**src/rtl/lsu_pkg.sv**
```systemverilog
// Shared definitions for the load/store unit: MemOP codes, response codes, FSM states
// and the opcode size decode.
package lsu_pkg;

    typedef enum logic [3:0] {
        OpSb  = 4'b0000,
        OpSh  = 4'b0001,
        OpSw  = 4'b0010,
        OpSd  = 4'b0011,
        OpLb  = 4'b0100,
        OpLh  = 4'b0101,
        OpLw  = 4'b0110,
        OpLbu = 4'b0111,
        OpLhu = 4'b1000,
        OpLwu = 4'b1001,
        OpLd  = 4'b1010
    } mem_op_e;

    typedef enum logic [2:0] {
        ErrOk         = 3'b000,
        ErrMisaligned = 3'b001,
        ErrIllegal    = 3'b010,
        ErrBus        = 3'b011,
        ErrTimeout    = 3'b100
    } rsp_err_e;

    typedef enum logic [1:0] {
        StIdle = 2'b00,
        StReq  = 2'b01,
        StWait = 2'b10,
        StResp = 2'b11
    } state_e;

    // Access size in bytes; 0 marks an undefined opcode.
    function automatic logic [3:0] op_size(input logic [3:0] op);
        case (op)
            OpSb, OpLb, OpLbu: op_size = 4'd1;
            OpSh, OpLh, OpLhu: op_size = 4'd2;
            OpSw, OpLw, OpLwu: op_size = 4'd4;
            OpSd, OpLd:        op_size = 4'd8;
            default:           op_size = 4'd0;
        endcase
    endfunction

    function automatic logic op_is_store(input logic [3:0] op);
        op_is_store = (op[3:2] == 2'b00);
    endfunction

endpackage

```
**src/rtl/lsu_align.sv**
```systemverilog
// Combinational byte-lane steering: byte enables, store data shift, load extraction and
// opcode legality / alignment checks.
module lsu_align
    import lsu_pkg::*;
#(
    parameter int unsigned XLEN = 32,
    localparam int unsigned NB = XLEN / 8,
    localparam int unsigned OW = $clog2(NB)
) (
    input  logic [3:0]      op,
    input  logic [OW-1:0]   offset,
    input  logic [XLEN-1:0] wdata,
    input  logic [XLEN-1:0] rdata,
    output logic [NB-1:0]   be,
    output logic [XLEN-1:0] wdata_sh,
    output logic [XLEN-1:0] rdata_ext,
    output logic            misaligned,
    output logic            illegal
);

    logic [3:0]      size;
    logic [3:0]      off_w;
    logic [15:0]     mask;
    logic [XLEN-1:0] rsh;

    always_comb begin
        size       = op_size(op);
        off_w      = 4'(offset);
        illegal    = (size == 4'd0) || ((XLEN != 64) && ((size == 4'd8) || (op == OpLwu)));
        misaligned = |(off_w & (size - 4'd1));
        mask       = (16'd1 << size) - 16'd1;
        be         = NB'(mask) << offset;
        wdata_sh   = wdata << {offset, 3'b000};
        rsh        = rdata >> {offset, 3'b000};
        rdata_ext  = '0;
        // Size casts of signed operands sign-extend; unsigned operands zero-extend.
        case (op)
            OpLb:    rdata_ext = XLEN'($signed(rsh[7:0]));
            OpLh:    rdata_ext = XLEN'($signed(rsh[15:0]));
            OpLw:    rdata_ext = XLEN'($signed(rsh[31:0]));
            OpLbu:   rdata_ext = XLEN'(rsh[7:0]);
            OpLhu:   rdata_ext = XLEN'(rsh[15:0]);
            OpLwu:   rdata_ext = XLEN'(rsh[31:0]);
            OpLd:    rdata_ext = rsh;
            default: rdata_ext = '0;
        endcase
    end

endmodule

```
**src/rtl/lsu_ctrl.sv**
```systemverilog
// Handshaked load/store unit: one operation at a time over a req/gnt/rvalid bus, with
// error reporting for illegal ops, misalignment, bus errors and timeouts.
module lsu_ctrl
    import lsu_pkg::*;
#(
    parameter int unsigned XLEN    = 32,
    parameter int unsigned TIMEOUT = 255
) (
    input  logic              clk,
    input  logic              rst_n,
    input  logic              req_valid,
    output logic              req_ready,
    input  logic [3:0]        req_op,
    input  logic [XLEN-1:0]   req_base,
    input  logic [XLEN-1:0]   req_imm,
    input  logic [XLEN-1:0]   req_wdata,
    output logic              rsp_valid,
    input  logic              rsp_ready,
    output logic [XLEN-1:0]   rsp_rdata,
    output logic [2:0]        rsp_err,
    output logic              mem_req,
    input  logic              mem_gnt,
    output logic              mem_we,
    output logic [XLEN-1:0]   mem_addr,
    output logic [XLEN/8-1:0] mem_be,
    output logic [XLEN-1:0]   mem_wdata,
    input  logic              mem_rvalid,
    input  logic [XLEN-1:0]   mem_rdata,
    input  logic              mem_err
);

    localparam int unsigned NB = XLEN / 8;
    localparam int unsigned OW = $clog2(NB);
    localparam int unsigned CW = (TIMEOUT < 2) ? 1 : $clog2(TIMEOUT + 1);
    localparam logic [CW-1:0] CntLast = CW'(TIMEOUT - 1);

    state_e          state_q, state_d;
    rsp_err_e        err_q, err_d;
    logic [XLEN-1:0] rdata_q, rdata_d;
    logic [CW-1:0]   cnt_q, cnt_d;
    logic [3:0]      op_q;
    logic [OW-1:0]   off_q;
    logic [XLEN-1:0] addr_q;
    logic [NB-1:0]   be_q;
    logic [XLEN-1:0] wdata_q;
    logic            we_q;
    logic            accept;
    logic            tmo;

    logic [XLEN-1:0] ea;
    logic [3:0]      op_sel;
    logic [OW-1:0]   off_sel;
    logic [NB-1:0]   a_be;
    logic [XLEN-1:0] a_wdata;
    logic [XLEN-1:0] a_rdata;
    logic            a_mis;
    logic            a_ill;

    assign ea = req_base + req_imm;
    // One aligner serves both directions: live request in IDLE, latched op afterwards.
    assign op_sel  = (state_q == StIdle) ? req_op : op_q;
    assign off_sel = (state_q == StIdle) ? ea[OW-1:0] : off_q;

    lsu_align #(
        .XLEN(XLEN)
    ) u_align (
        .op        (op_sel),
        .offset    (off_sel),
        .wdata     (req_wdata),
        .rdata     (mem_rdata),
        .be        (a_be),
        .wdata_sh  (a_wdata),
        .rdata_ext (a_rdata),
        .misaligned(a_mis),
        .illegal   (a_ill)
    );

    assign tmo = (TIMEOUT != 0) && (cnt_q == CntLast);

    always_comb begin
        state_d = state_q;
        err_d   = err_q;
        rdata_d = rdata_q;
        cnt_d   = cnt_q;
        accept  = 1'b0;
        unique case (state_q)
            StIdle: begin
                if (req_valid) begin
                    accept  = 1'b1;
                    rdata_d = '0;
                    cnt_d   = '0;
                    if (a_ill) begin
                        err_d   = ErrIllegal;
                        state_d = StResp;
                    end else if (a_mis) begin
                        err_d   = ErrMisaligned;
                        state_d = StResp;
                    end else begin
                        err_d   = ErrOk;
                        state_d = StReq;
                    end
                end
            end
            StReq: begin
                cnt_d = cnt_q + 1'b1;
                if (tmo) begin
                    err_d   = ErrTimeout;
                    state_d = StResp;
                end else if (mem_gnt) begin
                    state_d = StWait;
                end
            end
            StWait: begin
                cnt_d = cnt_q + 1'b1;
                if (mem_rvalid) begin
                    state_d = StResp;
                    if (mem_err) err_d = ErrBus;
                    else rdata_d = a_rdata;
                end else if (tmo) begin
                    err_d   = ErrTimeout;
                    state_d = StResp;
                end
            end
            StResp: begin
                if (rsp_ready) state_d = StIdle;
            end
            default: state_d = StIdle;
        endcase
    end

    always_ff @(posedge clk or negedge rst_n) begin
        if (!rst_n) begin
            state_q <= StIdle;
            err_q   <= ErrOk;
            rdata_q <= '0;
            cnt_q   <= '0;
            op_q    <= '0;
            off_q   <= '0;
            addr_q  <= '0;
            be_q    <= '0;
            wdata_q <= '0;
            we_q    <= 1'b0;
        end else begin
            state_q <= state_d;
            err_q   <= err_d;
            rdata_q <= rdata_d;
            cnt_q   <= cnt_d;
            if (accept) begin
                op_q    <= req_op;
                off_q   <= ea[OW-1:0];
                addr_q  <= {ea[XLEN-1:OW], {OW{1'b0}}};
                be_q    <= a_be;
                wdata_q <= a_wdata;
                we_q    <= op_is_store(req_op);
            end
        end
    end

    assign req_ready = (state_q == StIdle);
    assign mem_req   = (state_q == StReq);
    assign rsp_valid = (state_q == StResp);
    assign rsp_rdata = rdata_q;
    assign rsp_err   = err_q;
    assign mem_we    = we_q;
    assign mem_addr  = addr_q;
    assign mem_be    = be_q;
    assign mem_wdata = wdata_q;

endmodule
```
**config.mk**
```make
export PLATFORM = sky130hd
export DESIGN_NAME = lsu_ctrl
export DESIGN_NICKNAME = d
export VERILOG_FILES = /design/src/rtl/lsu_pkg.sv /design/src/rtl/lsu_align.sv /design/src/rtl/lsu_ctrl.sv
export SDC_FILE = /design/constraint.sdc
export NUM_CORES = 1
export LEC_CHECK = 0
export BUFFER_PORTS_ARGS = -buffer_cell sky130_fd_sc_hd__buf_2
export CORE_UTILIZATION = 52
export CTS_CLUSTER_DIAMETER = 100
export DETAILED_ROUTE_END_ITERATION = 12
export PLACE_DENSITY = 0.81
export RECOVER_POWER = 100
export SKIP_CTS_REPAIR_TIMING = 1
export SKIP_LAST_GASP = 1
export SYNTH_ARGS = -nofsm -noshare
export SYNTH_HDL_FRONTEND = slang
export SYNTH_SLANG_ARGS = --single-unit
```
**constraint.sdc**
```tcl
create_clock -name clk -period 3.9 [get_ports clk]
set_input_delay 0.78 -clock clk [delete_from_list [all_inputs] [get_ports clk]]
set_output_delay 0.78 -clock clk [all_outputs]
set_load 0.01 [all_outputs]
```
==> run metrics, run 1 <==
pwr dens 738 nW/um^2; post-synth top area share ~38%; main combinational cell family by area after synthesis compound AO/OA/AOI/OAI gates; GPL Wtd Cong 0.894; Detail Route Antenna Nets 0; initial antenna violation count 0; CP endpoint kind register; DRT Pass-1 Iters 6; EDFF count, synth 0; clock power share 23.9%; sequential share of the synthesized area around 38%; Crit Path Category register to register; crit-path max FO 16; first-pass GRT wire length around 36,000 um; synth unique cells 70; CTS tree built; Hold WS 0.476 ns; FP Rows 44; port bufs around 240; die width 125 um; status finished, violations left; most frequent cells in the layout nand2_1 (188), buf_2 (137), dfrtp_1 (118); Combinational Power Share 50.0%; Synth Flop Type dfrtp_1; I/O pins 246; Tightest Pin Transition 2.74 ns; r2r endpoint rsp_rdata[30]; clk slew on worst S/H paths 0.06 ns; synth warn 0; static leakage 4.59 nW; Residual DRC 0; P&R area growth vs syn 23.2%; Required @ worst endpoint 4.15 ns; total of max-cap violations 1; skew final between 0.009 and 0.01 ns; DRT iter0 DRCs around 660; total track usage 28.8%; compound-gate portion of the synthesized area 25.1%; Clock Tree Root clkbuf_16; proportion of layout cells with a drive suffix above 1 around 16%; Post-Syn Instances 920; switching share of power 43.9%; worst min path class register to register; maximum clock rate ~300 MHz; Fin. Hold Viols 0; Synth async-reset ratio 100%; cell internal pwr roughly 4 mW; Starting Density a little over half; Clock Sinks around 120; WL per Instance 16.7 um; vias per inst 5.88; DR vias a little under 8,000; grt ovf 0; crit start category register; Synth Area in XOR/XNOR 2.47%; Cell Area, Synth 7810 sq um; Yosys reg bits 118; arrival time at the worst endpoint 3.68 ns; worst r2r path cells 10; commonest non-fill, non-tap cell in the layout nand2_1; Syn Area/Cell approximately 8.5 sq um; Clk Latency, worst-skew pair 0.42 ns; Reg2Reg Setup Slack between 0.4 and 0.5 ns; reg2reg start state_q[1]; Slew headroom -82.7%; Area contributors post-synth dfrtp_1 (38%), nand2_1 (9.0%), o21ai_0 (6.6%); full die area 15,500 sq um; Hold Crit Depth 2; violated checks capacitance limit, slew limit; nets approximately 1,300; mux contribution to synthesized area just over 6%; RSZ-0062 raised after global routing false; adder-cell share of the synthesized area under 10%; fin. max-slew vios 48; number of global-route vias before repair 7,414; Die Y 125 um; Net Sw Power 3.12 mW; CTS Buf Count 17; setup TNS 0 ns; Hold Crit Start rsp_rdata[13]; Flop pwr share between 20% and 30%; area leader, netlist dfrtp_1; Period Utilization, post-route 88.0%; hold worst-path end rsp_rdata[13]; largest net degree at the start of global routing 72; diodes inserted 0; total core area around 15,000 sq um; final setup vio count 0; maximum clock insertion buffer count 2; H-Tree Depth 4; total wire length 22,400 um; simple-gate area share of the yosys netlist 18.1%; dpl hpwl 16,200 um; worst vdd ir about 0.00048 V; min Tclk post-route 3.43 ns
kinds of logic after synthesis:
| group | after synthesis |
|---|---|
| AO/OA/AOI/OAI | 305 |
| XOR/XNOR | 22 |
| flip-flops | 118 |
| AND/OR/NAND/NOR | 322 |
| multiplexers | 46 |
| other | 1 |
| adder cells (fa/ha/maj) | 41 |
| buffers and inverters | 65 |
area by class of cell:
class	instances	area, sq um
fill	1295	4960
clock inverter	13	195
inverter	15	56.3
multi-input combinational	738	4580
timing repair buffer	254	1170
clock buffer	19	443
sequential	118	2950
tap	184	230
worst max-delay path, cell delays in order, from the launching register on:
cell	delay, ns
dfrtp_1	0.42
inv_1	0.12
ha_1	0.32
mux2i_1	0.30
inv_1	0.08
ha_1	0.22
buf_4	0.19
o22ai_2	0.16
nand2_1	0.27
o2111ai_1	0.93
o21ai_0	0.25
sequential cells by signal, summed over array words and instances (netlist names):
name / cells
mem_wdata: 32
rsp_rdata: 32
mem_addr: 30
cnt_q: 8
mem_be: 4
op_q: 4
rsp_err: 3
off_q: 2
state_q: 2
mem_we: 1
synth_stat cells (4+ instances only):
library cell  number
nand2b_1           6
nor2_1            44
o31a_1             6
o211ai_1          16
nor3b_1            4
nand4_1            9
buf_4              4
and3_1             9
xor2_1            11
o221ai_1           4
nor2b_1            5
a21oi_1           63
clkbuf_1          31
o21a_1            12
a31oi_1            8
o31ai_1            5
o21ai_0          103
a32o_1             7
dfrtp_1          118
a22o_1            19
nor3_1             9
a21o_1            16
inv_1             15
nand2_1          188
nand3_1           28
ha_1              40
buf_2              8
and2_1             4
xnor2_1           11
a211o_1            4
o21ai_1           10
mux2i_1           42
power groups by stage:
stage | Combinational, mW | Sequential, mW | Clock, mW
CTS | 3.64 | 1.84 | 1.71
global placement | 3.52 | 1.85 | 0
floorplan | 2.40 | 1.98 | 0
global route | 3.91 | 1.90 | 1.78
detailed placement | 3.60 | 1.86 | 0
finish | 3.55 | 1.86 | 1.70
worst max-delay path by stage:
stage / startpoint / endpoint / slack [ns] / cells past startpoint
floorplan: state_q[0] / mem_be[3] / 0.70 / 16
global placement: req_base[0] / rsp_rdata[30] / 0.45 / 10
detailed placement: req_base[0] / rsp_rdata[30] / 0.36 / 10
CTS: state_q[1] / mem_be[3] / 0.70 / 12
global route: state_q[1] / rsp_rdata[29] / 0.22 / 10
finish: state_q[1] / rsp_rdata[30] / 0.47 / 10
per-stage QoR:
stage	power [mW]	utilization, %	worst slack, ns	instances	cell area, sq um
3_3_place_gp	5.37	62.7	0.445	1309	9150
6_report	7.10	66.0	0.468	1341	9630
5_1_grt	7.59	66.0	0.221	1341	9630
4_1_cts	7.20	67.1	0.697	1341	9790
3_5_place_dp	5.46	62.7	0.363	1309	9150
2_1_floorplan	4.39	-	0.696	921	7820
metal layers:
metal / wire length [um] / track usage (%) / up-vias
met5: 0 / 0 / -
met4: 788 / 13.9 / 0
met3: 1480 / 5.67 / 62
met2: 10700 / 47.4 / 360
met1: 9480 / 36.2 / 3661
li1: - / - / 3797
Note: power is estimated with default switching activity, not from simulation.
==> run 2: changes to the inputs <==
Settings changed: RECOVER_POWER 100 to not set.
==> run metrics, run 2 (synthesis gave the netlist of run 1 again) <==
status finished clean (was finished, violations left); grt met2 use 47.4% (unchanged); worst vdd ir 0.000483 V (was 0.000482 V); overall power 7.21 mW (was 7.10 mW); CP endpoint kind register (unchanged); arrival time at the worst endpoint 3.53 ns (was 3.68 ns); P&R area growth vs syn 25.3% (was 23.2%); Tightest Pin Transition 0.700 ns (was 2.74 ns); worst min path class input port to async pin (was register to register); most frequent cells in the layout buf_2 (242), nand2_1 (187), dfrtp_1 (118) (was nand2_1 (188), buf_2 (137), dfrtp_1 (118)); FP Rows 44 (unchanged); fin. max-slew vios 0 (was 48); Required @ worst endpoint 4.21 ns (was 4.15 ns); dpl hpwl 16,200 um (unchanged); cell internal pwr 4.10 mW (was 3.99 mW); commonest non-fill, non-tap cell in the layout buf_2 (was nand2_1); Combinational Power Share 50.9% (was 50.0%); GRT busiest layer met2 (unchanged); switching share of power 43.1% (was 43.9%); grt ovf 0 (unchanged); nets 1,324 (unchanged); largest net degree at the start of global routing 72 (unchanged); Flop pwr share 25.6% (was 26.2%); DRT Pass-1 Iters 7 (was 6); crit start category register (unchanged); initial antenna violation count 0 (unchanged); setup TNS 0 ns (unchanged); full die area 15,500 sq um (unchanged); Place WS 0.363 ns (unchanged); total wire length 22,400 um (about the same); skew final 0.00669 ns (was 0.00998 ns); die width 125 um (unchanged); met3 global-route usage 5.67% (unchanged); Residual DRC 0 (unchanged); pwr dens 737 nW/um^2 (was 738 nW/um^2); first-pass GRT wire length 36,100 um (unchanged); DR vias 7,909 (was 7,880); H-Tree Depth 4 (unchanged); diodes inserted 0 (unchanged); crit-path max FO 7 (was 16); clk slew on worst S/H paths 0.06 ns (about the same); Crit Path Category register to register (unchanged); maximum clock rate 311 MHz (was 291 MHz); WL per Instance 16.7 um (about the same); Die Y 125 um (unchanged); slack of the critical path 0.684 ns (was 0.468 ns); number of global-route vias before repair 7,414 (unchanged); CTS Buf Count 17 (unchanged); RSZ-0062 raised after global routing false (unchanged); GPL Wtd Cong 0.894 (unchanged); Period Utilization, post-route 82.5% (was 88.0%); vias per inst 5.90 (was 5.88); CTS tree built (unchanged); Clk Latency, worst-skew pair 0.42 ns (about the same); final setup vio count 0 (unchanged); Fin. Hold Viols 0 (unchanged); met1 usage 36.2% (unchanged); maximum clock insertion buffer count 2 (unchanged); Slew headroom 53.0% (was -82.7%); total track usage 28.8% (unchanged); Detail Route Antenna Nets 0 (unchanged); proportion of layout cells with a drive suffix above 1 26.2% (was 16.4%); clock power share 23.4% (was 23.9%); I/O pins 246 (unchanged); port bufs 243 (unchanged); min Tclk post-route 3.22 ns (was 3.43 ns); Net Sw Power 3.11 mW (was 3.12 mW); total core area 14,600 sq um (unchanged); fillcell total 1,222 (was 1,295); total of max-cap violations 0 (was 1); static leakage 4.99 nW (was 4.59 nW); DRT iter0 DRCs 706 (was 656); Clock Tree Root clkbuf_16 (unchanged); Clock Sinks 118 (unchanged); Starting Density 53.6% (unchanged)
run 2: cell types whose count changed in the layout (fill, tap and decap cells not counted), moves of 2 or more:
cell | previous run | this run
clkbuf_1 | 109 | 1
o21ai_0 | 110 | 103
o21ai_1 | 2 | 9
mux2_2 | 1 | 3
buf_2 | 137 | 242
buf_4 | 7 | 11
mux2_1 | 2 | 0
run 2: power by group through the flow:
stage | Combinational [mW] | Sequential (mW) | Clock, mW
floorplan | 2.40 | 1.98 | 0
global placement | 3.52 | 1.85 | 0
detailed placement | 3.60 | 1.86 | 0
CTS | 3.64 | 1.84 | 1.71
global route | 4.04 | 1.89 | 1.78
finish | 3.67 | 1.85 | 1.69
run 2: layout make-up:
cell class	count	area [sq um]	area share (%)
inverter	15	56.3	0.575
timing repair buffer	254	1310	13.4
tap	184	230	2.35
clock inverter	13	195	1.99
multi-input combinational	738	4590	47.0
clock buffer	19	443	4.53
sequential	118	2950	30.2
run 2: stage by stage:
stage / hold WS, ns / std cells / cell area (sq um) / utilization (%)
floorplan: 0.463 / 921 / 7820 / -
global placement: 0.458 / 1309 / 9150 / 62.7
detailed placement: 0.460 / 1309 / 9150 / 62.7
CTS: 0.412 / 1341 / 9790 / 67.1
global route: 0.442 / 1341 / 9790 / 67.1
finish: 0.395 / 1341 / 9790 / 67.1
run 2: per-layer routing:
layer | vias to the layer above | wire length (um)
li1 | 3797 | -
met1 | 3688 | 9460
met5 | - | 0
met4 | 0 | 772
met2 | 367 | 10600
met3 | 57 | 1490
run 2: final timing paths:
path	depth (start not counted)	end	from	slack, ns
worst max register to register	12	mem_be[3]	state_q[1]	0.68
min in group clk	2	rsp_rdata[13]	rsp_rdata[13]	0.47
worst min-delay path	1	cnt_q[7]	rst_n	0.39
worst max-delay path	12	mem_be[3]	state_q[1]	0.68
max in group asynchronous	2	mem_wdata[25]	rst_n	2.69
worst min register to register	2	rsp_rdata[13]	rsp_rdata[13]	0.47
run 2: worst max-delay path, stage by stage (launching register included):
cell      delay [ns]
dfrtp_1         0.42
inv_1           0.11
ha_1            0.33
mux2i_1         0.53
o211ai_1        0.16
a22oi_1         0.43
nand3b_1        0.27
ha_1            0.20
inv_1           0.06
o21a_1          0.18
o221ai_1        0.15
o211ai_1        0.12
o21a_1          0.13
